$ cat src/rtl/multififo_v2_pkg.sv
// Shared width helpers and run-length/mask functions for the multi-port FIFO.
// Lane vectors are zero-extended to MAX_LANES before being handed to the helpers.
package multififo_v2_pkg;

   localparam int MAX_LANES = 64;

   function automatic int addr_width(input int depth);
      return $clog2(depth);
   endfunction

   function automatic int ptr_width(input int depth);
      return $clog2(depth) + 1;
   endfunction

   // Length of the unbroken run of ones starting at bit 0.
   function automatic int prefix_ones(input logic [MAX_LANES-1:0] vec);
      int  n;
      logic run;
      n   = 0;
      run = 1'b1;
      for (int i = 0; i < MAX_LANES; i++) begin
         run = run & vec[i];
         if (run) n++;
      end
      return n;
   endfunction

   // Thermometer mask with the low n bits set.
   function automatic logic [MAX_LANES-1:0] expand_ones(input int n);
      logic [MAX_LANES-1:0] m;
      m = '0;
      for (int i = 0; i < MAX_LANES; i++) begin
         m[i] = (i < n);
      end
      return m;
   endfunction

endpackage

$ cat src/rtl/multififo_v2_if.sv
// Enqueue/dequeue bundle of the multi-port FIFO; master drives requests,
// slave (the FIFO) returns admission, head entries and occupancy.
interface multififo_v2_if #(
   parameter int IN_PORT_NUM  = 4,
   parameter int OUT_PORT_NUM = 4,
   parameter int WIDTH        = 32,
   parameter int DEPTH        = 16
) ();

   localparam int PTR_W = multififo_v2_pkg::ptr_width(DEPTH);

   logic [IN_PORT_NUM-1:0]  data_in_enable;
   logic [WIDTH-1:0]        data_in [IN_PORT_NUM];
   logic [IN_PORT_NUM-1:0]  data_in_valid;
   logic                    push;
   logic                    full;
   logic                    flush;
   logic [WIDTH-1:0]        data_out [OUT_PORT_NUM];
   logic [OUT_PORT_NUM-1:0] data_out_valid;
   logic [OUT_PORT_NUM-1:0] data_pop_valid;
   logic                    pop;
   logic                    empty;
   logic [PTR_W-1:0]        used_count;
   logic [PTR_W-1:0]        free_count;
   logic                    almost_full;

   modport master (
      input  data_in_enable, full, data_out, data_out_valid, empty,
             used_count, free_count, almost_full,
      output data_in, data_in_valid, push, flush, data_pop_valid, pop
   );

   modport slave (
      output data_in_enable, full, data_out, data_out_valid, empty,
             used_count, free_count, almost_full,
      input  data_in, data_in_valid, push, flush, data_pop_valid, pop
   );

endinterface

$ cat src/rtl/multififo_v2_rotator.sv
// Barrel rotate over a power-of-two ring: dout[j] = din[(j + shift) mod N].
// Used for both the write lane-to-bank mapping and the head read-out.
module multififo_v2_rotator #(
   parameter int N     = 8,
   parameter int OUT_N = 8,
   parameter int WIDTH = 32
) (
   input  logic [$clog2(N)-1:0] shift,
   input  logic [WIDTH-1:0]     din  [N],
   output logic [WIDTH-1:0]     dout [OUT_N]
);

   localparam int SH_W = $clog2(N);

   always_comb begin
      for (int j = 0; j < OUT_N; j++) begin
         dout[j] = din[SH_W'(j) + shift];
      end
   end

endmodule

$ cat src/rtl/multififo_v2.sv
// Multi-port in / multi-port out FIFO with occupancy and almost-full outputs.
// Head entries are read combinationally; pointers carry one extra wrap bit.
module multififo_v2
   import multififo_v2_pkg::*;
#(
   parameter int IN_PORT_NUM        = 4,
   parameter int OUT_PORT_NUM       = 4,
   parameter int WIDTH              = 32,
   parameter int DEPTH              = 16,
   parameter int ALMOST_FULL_THRESH = DEPTH - IN_PORT_NUM
) (
   input logic           clk,
   input logic           rst,
   multififo_v2_if.slave bus
);

   localparam int PTR_W = ptr_width(DEPTH);
   localparam int AW    = addr_width(DEPTH);

   logic [PTR_W-1:0]        rptr, wptr;
   logic [PTR_W-1:0]        used_cnt, free_cnt;
   logic [PTR_W-1:0]        in_num, out_num;
   logic [IN_PORT_NUM-1:0]  in_en, in_mask;
   logic [OUT_PORT_NUM-1:0] out_vld, out_mask;
   logic [DEPTH-1:0]        wr_sel;
   logic [AW-1:0]           wr_shift;
   logic [WIDTH-1:0]        mem     [DEPTH];
   logic [WIDTH-1:0]        wr_lane [DEPTH];
   logic [WIDTH-1:0]        wr_rot  [DEPTH];
   logic [WIDTH-1:0]        rd_rot  [OUT_PORT_NUM];

   assign used_cnt = wptr - rptr;
   assign free_cnt = PTR_W'(DEPTH) - used_cnt;

   // Admission and visibility both come from the registered pointers only.
   assign in_en    = IN_PORT_NUM'(expand_ones(int'(free_cnt)));
   assign out_vld  = OUT_PORT_NUM'(expand_ones(int'(used_cnt)));
   assign in_mask  = bus.data_in_valid & in_en;
   assign out_mask = out_vld & bus.data_pop_valid;
   assign in_num   = PTR_W'(prefix_ones(MAX_LANES'(in_mask)));
   assign out_num  = PTR_W'(prefix_ones(MAX_LANES'(out_mask)));

   for (genvar b = 0; b < DEPTH; b++) begin : g_lane
      if (b < IN_PORT_NUM) begin : g_port
         assign wr_lane[b] = bus.data_in[b];
      end else begin : g_pad
         assign wr_lane[b] = '0;
      end
   end

   assign wr_shift = -wptr[AW-1:0];

   multififo_v2_rotator #(.N(DEPTH), .OUT_N(DEPTH), .WIDTH(WIDTH)) u_wr_rot (
      .shift (wr_shift),
      .din   (wr_lane),
      .dout  (wr_rot)
   );

   multififo_v2_rotator #(.N(DEPTH), .OUT_N(OUT_PORT_NUM), .WIDTH(WIDTH)) u_rd_rot (
      .shift (rptr[AW-1:0]),
      .din   (mem),
      .dout  (rd_rot)
   );

   // Bank b receives lane (b - wptr) mod DEPTH when that lane is admitted.
   always_comb begin
      logic [AW-1:0] off;
      off    = '0;
      wr_sel = '0;
      for (int b = 0; b < DEPTH; b++) begin
         off       = AW'(b) - wptr[AW-1:0];
         wr_sel[b] = ({1'b0, off} < in_num);
      end
   end

   always_ff @(posedge clk) begin
      if (bus.push) begin
         for (int b = 0; b < DEPTH; b++) begin
            if (wr_sel[b]) mem[b] <= wr_rot[b];
         end
      end
   end

   always_ff @(posedge clk) begin
      if (!rst || bus.flush) begin
         rptr <= '0;
         wptr <= '0;
      end else begin
         if (bus.push) wptr <= wptr + in_num;
         if (bus.pop)  rptr <= rptr + out_num;
      end
   end

   for (genvar i = 0; i < OUT_PORT_NUM; i++) begin : g_out
      assign bus.data_out[i] = rd_rot[i];
   end

   assign bus.data_in_enable = in_en;
   assign bus.data_out_valid = out_vld;
   assign bus.used_count     = used_cnt;
   assign bus.free_count     = free_cnt;
   assign bus.empty          = (used_cnt == '0);
   assign bus.full           = (used_cnt == PTR_W'(DEPTH));
   assign bus.almost_full    = (used_cnt >= PTR_W'(ALMOST_FULL_THRESH));

endmodule

$ cat src/flat_wrapper.sv
// flat-port wrapper written by rule: the top's interface ports become plain ports
module multififo_v2_flat import multififo_v2_pkg::*;
#(
   parameter int IN_PORT_NUM        = 4,
   parameter int OUT_PORT_NUM       = 4,
   parameter int WIDTH              = 32,
   parameter int DEPTH              = 16,
   parameter int ALMOST_FULL_THRESH = DEPTH - IN_PORT_NUM
)
  (clk, rst, bus_data_in_enable, bus_full, bus_data_out, bus_data_out_valid, bus_empty, bus_used_count, bus_free_count, bus_almost_full, bus_data_in, bus_data_in_valid, bus_push, bus_flush, bus_data_pop_valid, bus_pop);
  multififo_v2_if #(.IN_PORT_NUM(IN_PORT_NUM), .OUT_PORT_NUM(OUT_PORT_NUM), .WIDTH(WIDTH), .DEPTH(DEPTH)) bus_i ();
  input logic clk;
  input logic rst;
  output wire logic [$bits(bus_i.data_in_enable)-1:0] bus_data_in_enable;
  output wire logic [$bits(bus_i.full)-1:0] bus_full;
  output wire logic [$bits(bus_i.data_out)-1:0] bus_data_out;
  output wire logic [$bits(bus_i.data_out_valid)-1:0] bus_data_out_valid;
  output wire logic [$bits(bus_i.empty)-1:0] bus_empty;
  output wire logic [$bits(bus_i.used_count)-1:0] bus_used_count;
  output wire logic [$bits(bus_i.free_count)-1:0] bus_free_count;
  output wire logic [$bits(bus_i.almost_full)-1:0] bus_almost_full;
  input wire logic [$bits(bus_i.data_in)-1:0] bus_data_in;
  input wire logic [$bits(bus_i.data_in_valid)-1:0] bus_data_in_valid;
  input wire logic [$bits(bus_i.push)-1:0] bus_push;
  input wire logic [$bits(bus_i.flush)-1:0] bus_flush;
  input wire logic [$bits(bus_i.data_pop_valid)-1:0] bus_data_pop_valid;
  input wire logic [$bits(bus_i.pop)-1:0] bus_pop;
  assign bus_data_in_enable = bus_i.data_in_enable;
  assign bus_full = bus_i.full;
  assign bus_data_out = {>>{bus_i.data_out}};
  assign bus_data_out_valid = bus_i.data_out_valid;
  assign bus_empty = bus_i.empty;
  assign bus_used_count = bus_i.used_count;
  assign bus_free_count = bus_i.free_count;
  assign bus_almost_full = bus_i.almost_full;
  assign bus_i.data_in = {>>{bus_data_in}};
  assign bus_i.data_in_valid = bus_data_in_valid;
  assign bus_i.push = bus_push;
  assign bus_i.flush = bus_flush;
  assign bus_i.data_pop_valid = bus_data_pop_valid;
  assign bus_i.pop = bus_pop;
  multififo_v2 #(.IN_PORT_NUM(IN_PORT_NUM), .OUT_PORT_NUM(OUT_PORT_NUM), .WIDTH(WIDTH), .DEPTH(DEPTH), .ALMOST_FULL_THRESH(ALMOST_FULL_THRESH)) u_core (.clk(clk), .rst(rst), .bus(bus_i));
endmodule
$ cat config.mk
export PLATFORM = sky130hd
export DESIGN_NAME = multififo_v2_flat
export DESIGN_NICKNAME = d
export VERILOG_FILES = /design/src/rtl/multififo_v2_pkg.sv /design/src/rtl/multififo_v2_if.sv /design/src/rtl/multififo_v2_rotator.sv /design/src/rtl/multififo_v2.sv /design/src/flat_wrapper.sv
export SDC_FILE = /design/constraint.sdc
export NUM_CORES = 2
export LEC_CHECK = 0
export CORE_MARGIN = 2
export CORE_UTILIZATION = 56
export CTS_CLUSTER_DIAMETER = 30
export DETAILED_ROUTE_END_ITERATION = 12
export PLACE_DENSITY = 0.83
export SETUP_SLACK_MARGIN = 0.02
export SYNTH_ARGS = -nofsm -noshare
export SYNTH_HDL_FRONTEND = slang
export SYNTH_SLANG_ARGS = --single-unit
export TNS_END_PERCENT = 50
$ cat constraint.sdc
create_clock -name clk -period 14.45 [get_ports clk]
set_input_delay 2.89 -clock clk [delete_from_list [all_inputs] [get_ports clk]]
set_output_delay 2.89 -clock clk [all_outputs]
set_load 0.02 [all_outputs]
==> summary.txt <==
Floorplanning
  – Die height: around 270 µm
  – Core area: a little under 0.07 mm²
  – Starting Density: 0.564
  – Row Count: 96
  – Num ports: between 200 and 300
  – Die Width: roughly 270 µm
  – Die area: a little over 0.07 mm²

Timing
  – Slack of the critical path: between 5 and 6 ns
  – Final setup fails: 0
  – Final period util: 0.595
  – Final Skew: ~0.034 ns
  – Measured slew at the worst slew-check pin: roughly 1.3 ns
  – Final hold viol count: 0
  – Min cycle time layout: between 8 and 9 ns
  – FMAX: between 0.1 and 0.15 GHz
  – Fin. max-slew vios: 0
  – Setup TNS: 0 ns
  – Slew headroom: 0.111
  – Unrepaired setup endpoints after global routing: false

Placed design
  – Post-DP HPWL: about 79000 µm
  – Placement Setup Slack: ~6.5 ns
  – I/O Buffers: between 200 and 300
  – Gpl congestion: 0.943
  – Dpl cells: between 4000 and 5000

Pwr
  – Tot Pwr: just over 6 mW
  – Clock Power Share: 0.378
  – NetSw: between 2 and 2.5 mW
  – Combinational Power Share: 0.293
  – Sequential fraction of design power: 0.329
  – Power Density: 136 mW/mm²
  – Pint: approximately 4.1 mW
  – Worst IR Drop VDD: approximately 95 µV
  – Switching portion of total power: 0.338
  – Pleak: between 15 and 20 nW

Routing
  – DR WL/cell: between 30 and 40 µm
  – ANT nets after route: 0
  – First-pass DRT Iterations: 10
  – Vias per cell: 7.69
  – DRT Wirelength: ~140000 µm
  – Iteration-0 DRC Markers: just under 7000
  – Routed via count: between 30000 and 40000
  – Drt drc: 0

Finish
  – Footprint of the multi-input gates: 0.0220 mm²
  – Layout cell share with drive strength beyond 1: 0.250
  – # fillers: around 4600
  – Area grow syn2layout: 18.1%
  – Sequential cell area: 0.0156 mm²
  – Net count, final: between 3000 and 4000
  – Final non-filler cell total: about 4300

Run
  – Max Cap Viol: 0

Synthesis
  – Synth warn: 0
  – Largest area contributor in the netlist: edfxtp_1
  – Synthesized flop and latch total: about 520
  – Mapped Area: a little under 0.04 mm²
  – EDFF count, synth: about 500
  – Netlist cell types: 55
  – Sequential fraction of the synthesis area: 0.403
  – Syn Inst Count: around 3100
  – Post-Syn Area per Cell: between 10 and 15 µm²
  – Top cell type's share of synthesized area: 0.398
  – Async SR Flop Fraction: 0
  – Ys flop type: edfxtp_1
  – Largest cells by area after synthesis: edfxtp_1 (40%), mux4_2 (29%), nor2_1 (5.2%), mux2i_1 (5.1%), nand2_1 (3.6%)

Critical path
  – Worst path max stage delay: ~0.97 ns
  – Startpoint Class: flop
  – CP Data Required Time: between 10 and 15 ns
  – Cell family with most CP delay: buffers and inverters
  – CP cell instances: buf_12, buf_4, buf_4, mux4_2, nor2b_1, a211oi_1, a31oi_1, clkdlybuf4s50_1
  – Worst setup EP type: primary output
  – Worst EP arrival: between 5 and 6 ns
  – Worst path most repeated cell: buf_4
  – Worst path bufs/invs: 4
  – Crit path max fanout: roughly 130
  – Worst-path cell with the longest stage delay: buf_4
  – Crit Path Class: reg2out

Clocking
  – CTS root buf: clkbuf_16
  – Total clock sinks: roughly 520
  – Num CTS Buffers: 101
  – Clock slew at reported path FFs: 0.04 ns
  – Post-cts hold buffer count: 0
  – CTS max path bufs: 3
  – # resized after CTS: 0
  – Clk_lat worst skew: approximately 0.67 ns
  – Post-CTS setup buffers: 0
  – H-tree levels: 3
  – CTS tree: yes

Global route
  – GRT overflow: 0
  – All-Layer GR Usage: 0.396
  – Vias in the first global route: approximately 32000
  – Antenna violations before repair: 3
  – First-pass GRT wire length: approximately 200000 µm
  – Largest net degree at the start of global routing: approximately 130

Status
  – Status: finished clean

Worst hold path
  – Hold Path Class: reg2reg
[Yosys cell counts (2+ instances only)]
| cell type | count |
|---|---|
| fa_1 | 3 |
| o21ai_1 | 26 |
| xnor2_1 | 24 |
| xnor2_2 | 2 |
| inv_1 | 35 |
| edfxtp_1 | 512 |
| clkbuf_1 | 138 |
| and3_1 | 36 |
| conb_1 | 2 |
| mux2_2 | 62 |
| and2_1 | 27 |
| a211oi_1 | 90 |
| o21a_1 | 4 |
| a31oi_1 | 68 |
| buf_6 | 2 |
| nand2_1 | 372 |
| a21oi_1 | 78 |
| mux4_2 | 494 |
| a21boi_1 | 2 |
| nor2_1 | 531 |
| nor4b_1 | 3 |
| nor2b_1 | 65 |
| a21o_1 | 13 |
| dfxtp_1 | 10 |
| buf_4 | 29 |
| nor3b_1 | 4 |
| nand2b_1 | 20 |
| ha_1 | 64 |
| xor2_1 | 7 |
| o31a_1 | 2 |
| buf_2 | 85 |
| nand3_1 | 6 |
| mux2i_1 | 197 |
| o21ai_0 | 56 |
| inv_2 | 5 |
| buf_1 | 27 |
| or2_1 | 2 |
[metal layers]
layer / part of all wire / track usage / vias to the layer above
li1: - / - / 12460
met1: 0.29 / 0.468 / 15397
met2: 0.44 / 0.594 / 4047
met3: 0.19 / 0.175 / 1008
met4: 0.081 / 0.247 / 8
met5: 0.0011 / 0.0146 / -
[cells by family after synthesis]
group,count (synthesis),synth area share
AOI/OAI and AO/OA,346,0.0549
xor gates and xnor gates,36,0.00978
adders and majority gates,67,0.0223
buffers and inverters,322,0.0372
DFF,522,0.403
muxes,753,0.357
other,2,0.000194
and+or+nand+nor,1073,0.116
[through the flow]
stage	hold WS, ns	util	cell area, µm²
3_3_place_gp	0.483	0.617	42200
2_1_floorplan	0.499	-	38700
6_report	0.527	0.666	45600
4_1_cts	0.528	0.666	45600
5_1_grt	0.564	0.666	45600
3_5_place_dp	0.519	0.617	42200
[worst register-to-register path, cell delays in order, from the launching register on]
cell and delay (ns):
dfxtp_2 0.33, buf_4 0.75, inv_2 0.19, buf_4 0.45, ha_1 0.52, inv_1 0.09
xnor2_1 0.33, and3_2 0.26, ha_1 0.14, nand2b_1 0.08, nor2_1 0.28, inv_2 0.10
o221a_1 0.22, ha_1 0.29, o31ai_1 0.63, ha_1 0.39, a21o_1 0.20, a21o_1 0.24
a21oi_4 0.16, buf_4 0.75
[sequential cells by signal, summed over array words and instances (netlist names)]
register	flops
u_core.mem	512
u_core.rptr	5
u_core.wptr	5
[power groups by stage]
stage	combinational, mW	sequential [mW]	clock [mW]
2_1_floorplan	1.08	1.98	0
3_3_place_gp	1.69	2.03	0
3_5_place_dp	1.72	2.04	0
4_1_cts	1.75	2.02	2.32
5_1_grt	1.86	2.04	2.39
6_report	1.81	2.04	2.34
[area by class of cell]
| cell class | instances | area share |
|---|---|---|
| antenna | 3 | 0.000165 |
| clock buffer | 110 | 0.0571 |
| clock inverter | 78 | 0.0168 |
| inverter | 41 | 0.00357 |
| multi-input combinational | 2293 | 0.482 |
| sequential | 522 | 0.342 |
| tap | 882 | 0.0242 |
| timing repair buffer | 354 | 0.0744 |
[cells in the final DEF (no fill, tap or decap), types with 36 or more instances in the layout]
cell	n
nor2_1	531
edfxtp_1	512
mux4_2	494
nand2_1	363
clkdlybuf4s50_1	289
mux2i_1	197
clkbuf_16	103
a211oi_1	90
a31oi_1	67
a21oi_1	66
nor2b_1	65
buf_4	64
mux2_2	62
ha_1	61
o21ai_0	56
and3_1	36
[worst paths after layout]
check                                    start          endpoint  slack [ns]  depth (start not counted)
worst max-delay path            u_core.rptr[0]  bus_data_out[58]        5.85                          8
worst min-delay path            u_core.rptr[3]    u_core.rptr[3]        0.53                          2
worst max register to register  u_core.rptr[3]   u_core.mem[142]        7.65                         19
worst min register to register  u_core.rptr[3]    u_core.rptr[3]        0.53                          2
Power figures use the tool's default switching activity.
